[src/rtl/loadstore_unit_if.sv]
// Word-wide data-memory bus between the load/store unit (master) and data memory (slave).
// req is held with stable address/data/enables until ack; read data is valid with ack.
interface loadstore_unit_if #(
   parameter int AW = 10
);
   logic          mem_req;
   logic          mem_we;
   logic [AW-1:0] mem_addr;
   logic [3:0]    mem_be;
   logic [31:0]   mem_wdata;
   logic          mem_ack;
   logic [31:0]   mem_rdata;

   modport master (
      output mem_req,
      output mem_we,
      output mem_addr,
      output mem_be,
      output mem_wdata,
      input  mem_ack,
      input  mem_rdata
   );

   modport slave (
      input  mem_req,
      input  mem_we,
      input  mem_addr,
      input  mem_be,
      input  mem_wdata,
      output mem_ack,
      output mem_rdata
   );
endinterface

[src/rtl/loadstore_unit.sv]
// MEM-stage load/store unit: one req/ack bus access per load/store; done one cycle after ack.
// Stalls the pipeline from the request cycle through the ack cycle; misaligned accesses pulse misalign, no bus access.
module loadstore_unit #(
   parameter int AW = 10
) (
   input  logic        clk,
   input  logic        rst_n,
   input  logic        memread,
   input  logic        memwrite,
   input  logic [1:0]  length,
   input  logic        sign,
   input  logic [31:0] addr,
   input  logic [31:0] wdata,
   output logic        stall,
   output logic [31:0] rdata,
   output logic        done,
   output logic        misalign,
   loadstore_unit_if.master bus
);

   typedef enum logic [1:0] {IDLE, BUS, DONE} state_t;

   state_t        state_q, state_d;
   logic          req, aligned, issue;
   logic [3:0]    be_d;
   logic [31:0]   wdata_d;
   logic          we_q;
   logic [AW-1:0] addr_q;
   logic [3:0]    be_q;
   logic [31:0]   wdata_q;
   logic [1:0]    len_q, off_q;
   logic          sign_q;
   logic [31:0]   lane, ext;

   wire unused_addr = ^addr[31:AW+2];

   assign req   = memread | memwrite;
   assign issue = (state_q == IDLE) & req & aligned;

   always_comb begin
      aligned = 1'b0;
      be_d    = 4'b1111;
      wdata_d = wdata;
      case (length)
         2'b00: begin
            aligned = 1'b1;
            be_d    = 4'b0001 << addr[1:0];
            wdata_d = {4{wdata[7:0]}};
         end
         2'b01: begin
            aligned = ~addr[0];
            be_d    = 4'b0011 << addr[1:0];
            wdata_d = {2{wdata[15:0]}};
         end
         2'b10:   aligned = (addr[1:0] == 2'b00);
         default: aligned = 1'b0;
      endcase
   end

   // Stall is gated by reset so an abandoned access releases the pipeline at once.
   always_comb begin
      state_d     = state_q;
      stall       = 1'b0;
      done        = 1'b0;
      bus.mem_req = 1'b0;
      case (state_q)
         IDLE: begin
            if (req && aligned) begin
               stall   = rst_n;
               state_d = BUS;
            end
         end
         BUS: begin
            stall       = 1'b1;
            bus.mem_req = 1'b1;
            if (bus.mem_ack) state_d = DONE;
         end
         DONE: begin
            done    = 1'b1;
            state_d = IDLE;
         end
         default: state_d = IDLE;
      endcase
   end

   always_comb begin
      lane = bus.mem_rdata >> {off_q, 3'b000};
      ext  = lane;
      case (len_q)
         2'b00:   ext = {{24{sign_q & lane[7]}}, lane[7:0]};
         2'b01:   ext = {{16{sign_q & lane[15]}}, lane[15:0]};
         default: ext = lane;
      endcase
   end

   always_ff @(posedge clk or negedge rst_n) begin
      if (!rst_n) begin
         state_q  <= IDLE;
         misalign <= 1'b0;
         rdata    <= 32'h0;
         we_q     <= 1'b0;
         addr_q   <= '0;
         be_q     <= 4'h0;
         wdata_q  <= 32'h0;
         len_q    <= 2'b00;
         off_q    <= 2'b00;
         sign_q   <= 1'b0;
      end else begin
         state_q  <= state_d;
         misalign <= (state_q == IDLE) & req & ~aligned;
         if (issue) begin
            we_q    <= memwrite;
            addr_q  <= addr[AW+1:2];
            be_q    <= be_d;
            wdata_q <= wdata_d;
            len_q   <= length;
            off_q   <= addr[1:0];
            sign_q  <= sign;
         end
         if ((state_q == BUS) && bus.mem_ack && !we_q) rdata <= ext;
      end
   end

   assign bus.mem_we    = we_q;
   assign bus.mem_addr  = addr_q;
   assign bus.mem_be    = be_q;
   assign bus.mem_wdata = wdata_q;

endmodule
[src/flat_wrapper.sv]
// flat-port wrapper written by rule: the top's interface ports become plain ports
module loadstore_unit_flat 
#(
   parameter int AW = 10
)
  (clk, rst_n, memread, memwrite, length, sign, addr, wdata, stall, rdata, done, misalign, bus_mem_req, bus_mem_we, bus_mem_addr, bus_mem_be, bus_mem_wdata, bus_mem_ack, bus_mem_rdata);
  loadstore_unit_if #(.AW(AW)) bus_i ();
  input  logic clk;
  input  logic rst_n;
  input  logic memread;
  input  logic memwrite;
  input  logic [1:0] length;
  input  logic sign;
  input  logic [31:0] addr;
  input  logic [31:0] wdata;
  output logic stall;
  output logic [31:0] rdata;
  output logic done;
  output logic misalign;
  output wire logic [$bits(bus_i.mem_req)-1:0] bus_mem_req;
  output wire logic [$bits(bus_i.mem_we)-1:0] bus_mem_we;
  output wire logic [$bits(bus_i.mem_addr)-1:0] bus_mem_addr;
  output wire logic [$bits(bus_i.mem_be)-1:0] bus_mem_be;
  output wire logic [$bits(bus_i.mem_wdata)-1:0] bus_mem_wdata;
  input wire logic [$bits(bus_i.mem_ack)-1:0] bus_mem_ack;
  input wire logic [$bits(bus_i.mem_rdata)-1:0] bus_mem_rdata;
  assign bus_mem_req = bus_i.mem_req;
  assign bus_mem_we = bus_i.mem_we;
  assign bus_mem_addr = bus_i.mem_addr;
  assign bus_mem_be = bus_i.mem_be;
  assign bus_mem_wdata = bus_i.mem_wdata;
  assign bus_i.mem_ack = bus_mem_ack;
  assign bus_i.mem_rdata = bus_mem_rdata;
  loadstore_unit #(.AW(AW)) u_core (.clk(clk), .rst_n(rst_n), .memread(memread), .memwrite(memwrite), .length(length), .sign(sign), .addr(addr), .wdata(wdata), .stall(stall), .rdata(rdata), .done(done), .misalign(misalign), .bus(bus_i));
endmodule
[config.mk]
export PLATFORM = sky130hd
export DESIGN_NAME = loadstore_unit_flat
export DESIGN_NICKNAME = d
export VERILOG_FILES = /design/src/rtl/loadstore_unit_if.sv /design/src/rtl/loadstore_unit.sv /design/src/flat_wrapper.sv
export SDC_FILE = /design/constraint.sdc
export NUM_CORES = 1
export LEC_CHECK = 0
export ABC_AREA = 1
export CORE_MARGIN = 10
export CORE_UTILIZATION = 43
export DETAILED_ROUTE_END_ITERATION = 10
export PLACE_DENSITY = 0.82
export SYNTH_ARGS = -nofsm -noshare
export SYNTH_HDL_FRONTEND = slang
export SYNTH_SLANG_ARGS = --single-unit
[constraint.sdc]
create_clock -name clk -period 2.2 [get_ports clk]
set_input_delay 0.66 -clock clk [delete_from_list [all_inputs] [get_ports clk]]
set_output_delay 0.66 -clock clk [all_outputs]
set_load 0.03 [all_outputs]
==> reports/metrics.csv <==
stage;metric;value;unit
synthesis;post_synth_mux_area_share;0;
finish;fillerInstances;884;
synthesis;netlist.area_leader.share;0.4816;
setup_path;timing.critical_path.max_delay_family;buffers and inverters;
floorplanning;core;0.01028;mm²
timing;fin_tns_setup;0;ps
finish;drive_above_1_share;0.1255;
grt;grt_pass1_wl;23.46;mm
power;design_power_total;8.616;mW
power;pwr_density_cell;1303;mW/mm²
clock_network;cts_sinks;87;
grt;groute.usage.overall;0.1960;
setup_path;critPathLaunchType;input pin;
synthesis;yosys_warnings;0;
synthesis;synthSimpleGateAreaFrac;0.3310;
placement;place_hpwl;11.00;mm
finish;final_cell_area;0.006613;mm²
synthesis;synthAdderAreaFrac;0;
floorplanning;chipWidth;122.5;µm
floorplanning;design.die.area;0.01501;mm²
floorplanning;io-pin-count;187;
setup_path;path_max_fanout;2;
setup_path;critical_path_class;input pin to output pin;
min_path;hp-class;input pin to asynchronous set/reset pin;
synthesis;synth_top_family_by_area;simple AND/OR/NAND/NOR gates;
placement;buffer_ports.inserted;166;
synthesis;synth_xor_area_frac;0;
floorplanning;rows;37;
timing;final_period_minus_worst_setup_slack;2169;ps
synthesis;synth.yosys.seq_area_share;0.4816;
timing;worst_pin_slew;665.9;ps
timing;rsz0062_at_grt;no;
power;vdd_ir_drop_max;0.0007218;V
clock_network;clkSlewWorstSetupHoldPaths;80;ps
timing;finalSetupViolations;0;
clock_network;cts_inserted_buffers;9;
drt;dr.first_iter.drc_count;391;
job;max-cap-violations;0;
drt;detail_route.vias_per_cell;5.011;
clock_network;cts.root.buffer_cell;clkbuf_8;
setup_path;cell_with_the_largest_stage_delay_on_the_worst_path;dlygate4sd2_1;
setup_path;crit_required;1540;ps
synthesis;synth.ff_latch_count;87;
finish;syn_to_final_growth;46.28;%
grt;grt_util_met3;0.09366;
clock_network;cts.hold.buffers_added;0;
synthesis;syn-cell-area;0.004521;mm²
setup_path;max_stage_delay_on_crit_path;270;ps
synthesis;ys_types;22;
placement;post_dp_cell_area;0.006334;mm²
placement;gp_routability_congestion;0.9808;
clock_network;insertion_delay;360;ps
drt;drt_wl_total;14.89;mm
drt;vias;4595;
synthesis;post_synth_inst_count;605;
grt;largest_net_degree_at_the_start_of_global_routing;70;
synthesis;synth_top_cell_by_area;dfrtp_1;
floorplanning;start_util;0.4399;
drt;route.antenna.remaining_nets;0;
timing;worst_clock_skew;5.863;ps
drt;detail_route.drc_violations;0;
synthesis;syn_nets;709;
clock_network;cts_buffer_depth;2;
timing;timing_hold_violations_final;0;
finish;num_antenna_cells;0;
setup_path;nature_of_the_critical_path_endpoint;output pin;
synthesis;syn-mean-instance-area;7.472;µm²
timing;portion_of_the_clock_cycle_consumed_by_the_worst_path_in_the_final_layout;0.9858;
setup_path;path_buf_inv;2;
grt;vias_in_the_first_global_route;4723;
timing;max_slew_headroom_at_the_worst_pin;0.5560;
power;static_leak;3.259;nW
finish;layout_net_count;880;
drt;avgRoutedWirePerCell;16.24;µm
setup_path;crit_arrival;1510;ps
grt;total_congestion_overflow_after_global_routing;0;
clock_network;cts_tree;yes;
outcome;outcome;complete, no violations;
grt;grt_busiest_layer;met2;
finish;multi_input_area;0.001942;mm²
clock_network;cts_htree_levels;3;
synthesis;ys_top_cells_by_area;dfrtp_1 (48%), nand2_1 (18%), nand3_1 (6.4%);
grt;grt_antenna_before_repair;2;
synthesis;complex_gate_fraction_of_the_synthesized_area;0.09244;
finish;layout.area.seq;0.002177;mm²
floorplanning;die_y;122.5;µm
grt;groute.layer.met2.usage;0.3149;
setup_path;worstPathCellList;dlygate4sd2_1 > o22ai_4 > nand2_2 > o21ai_4 > buf_6;
timing;fmax;0.4611;GHz
timing;timing_max_transition_violations_final;0;
drt;drt-pass1-iter-count;8;
grt;grt_util_met1;0.2176;
-- power breakdown --
| group | internal [mW] | total [mW] | switching [mW] |
|---|---|---|---|
| Combinational | 1.91 | 4.78 | 2.87 |
| Clock | 0.615 | 1.18 | 0.569 |
| Sequential | 2.26 | 2.65 | 0.387 |
| Total | 4.79 | 8.62 | 3.83 |
-- worst register-to-register path: cells and delay by family, from the launching register on --
kind / cells / cell delay (ps)
simple gates: 5 / 800
buf+inv: 2 / 410
flops: 1 / 480
-- metal layers --
layer  vias up  wire length (µm)
met4         4               374
met3        34              1937
li1       2235                 -
met2       225              6766
met1      2097              5782
met5         -                28
-- repair_timing --
action | 4_1_cts | 5_1_grt
buffers inserted | 9 | 0
setup endpoints to repair | 3 | 2
pin swaps | 6 | 4
gates resized for setup | 19 | 7
-- sequential cells by signal (all words and copies together), names as in the netlist --
signal and flops:
u_core.bus.mem_wdata 32, u_core.rdata 32, u_core.sign_q 1, u_core.bus.mem_be 4, u_core.misalign 1, u_core.bus.mem_we 1
u_core.len_q 2, u_core.bus.mem_addr 10, u_core.off_q 2, u_core.state_q 2
-- cells in the mapped netlist, drive strengths merged --
cell,number
nand3,65
nor3,1
a21oi,20
o21ai,61
nor2,37
dfrtp,87
nand2,215
or2,24
clkbuf,13
inv,57
buf,24
o22ai,1
-- cell usage in the layout, fill, tap and decap left out, types with 4 or more instances in the layout --
cell	count
a21oi_1	20
buf_4	29
clkbuf_8	12
clkdlybuf4s50_1	156
dfrtp_1	87
dlygate4sd2_1	5
inv_1	50
inv_2	7
nand2_1	210
nand2_2	4
nand3_1	58
nand3_2	6
nor2_1	35
o21ai_0	54
o21ai_1	5
or2_2	23
-- cell families (layout without fill, tap and decap cells) --
logic type	Yosys count	after routing
AND/OR/NAND/NOR	342	342
AO/OA/AOI/OAI	82	82
flip-flops	87	87
buffers and inverters	94	270
-- stage by stage --
step | cells | hold WS [ps] | util | worst slack, ps
6_report | 917 | 451.0 | 0.6434 | 31.18
4_1_cts | 917 | 451.6 | 0.6443 | -42.86
2_1_floorplan | 605 | 364.4 | - | 33.26
3_3_place_gp | 892 | 461.7 | 0.6163 | -338.6
3_5_place_dp | 892 | 466.2 | 0.6163 | -342.7
5_1_grt | 917 | 495.2 | 0.6434 | 2.862
-- cell type report --
cell class / count / area share
Timing Repair Buffer: 197 / 0.2874
Multi-Input combinational cell: 424 / 0.2937
Sequential cell: 87 / 0.3292
Inverter: 57 / 0.03236
Clock inverter: 3 / 0.006055
Tap cell: 136 / 0.02573
Clock buffer: 13 / 0.02554
-- worst paths after layout --
check | depth (start not counted) | slack (ps) | to | start
max reg2reg | 7 | 450 | u_core.rdata[19] | u_core.off_q[0]
max | 5 | 30 | stall | length[1]
max in group asynchronous | 3 | 810 | u_core.bus.mem_wdata[23] | rst_n
min | 2 | 450 | u_core.rdata[21] | rst_n
min in group clk | 2 | 490 | u_core.bus.mem_addr[0] | u_core.bus.mem_addr[0]
min reg2reg | 2 | 490 | u_core.bus.mem_addr[0] | u_core.bus.mem_addr[0]
No activity file was read; power rests on OpenSTA's default activity.
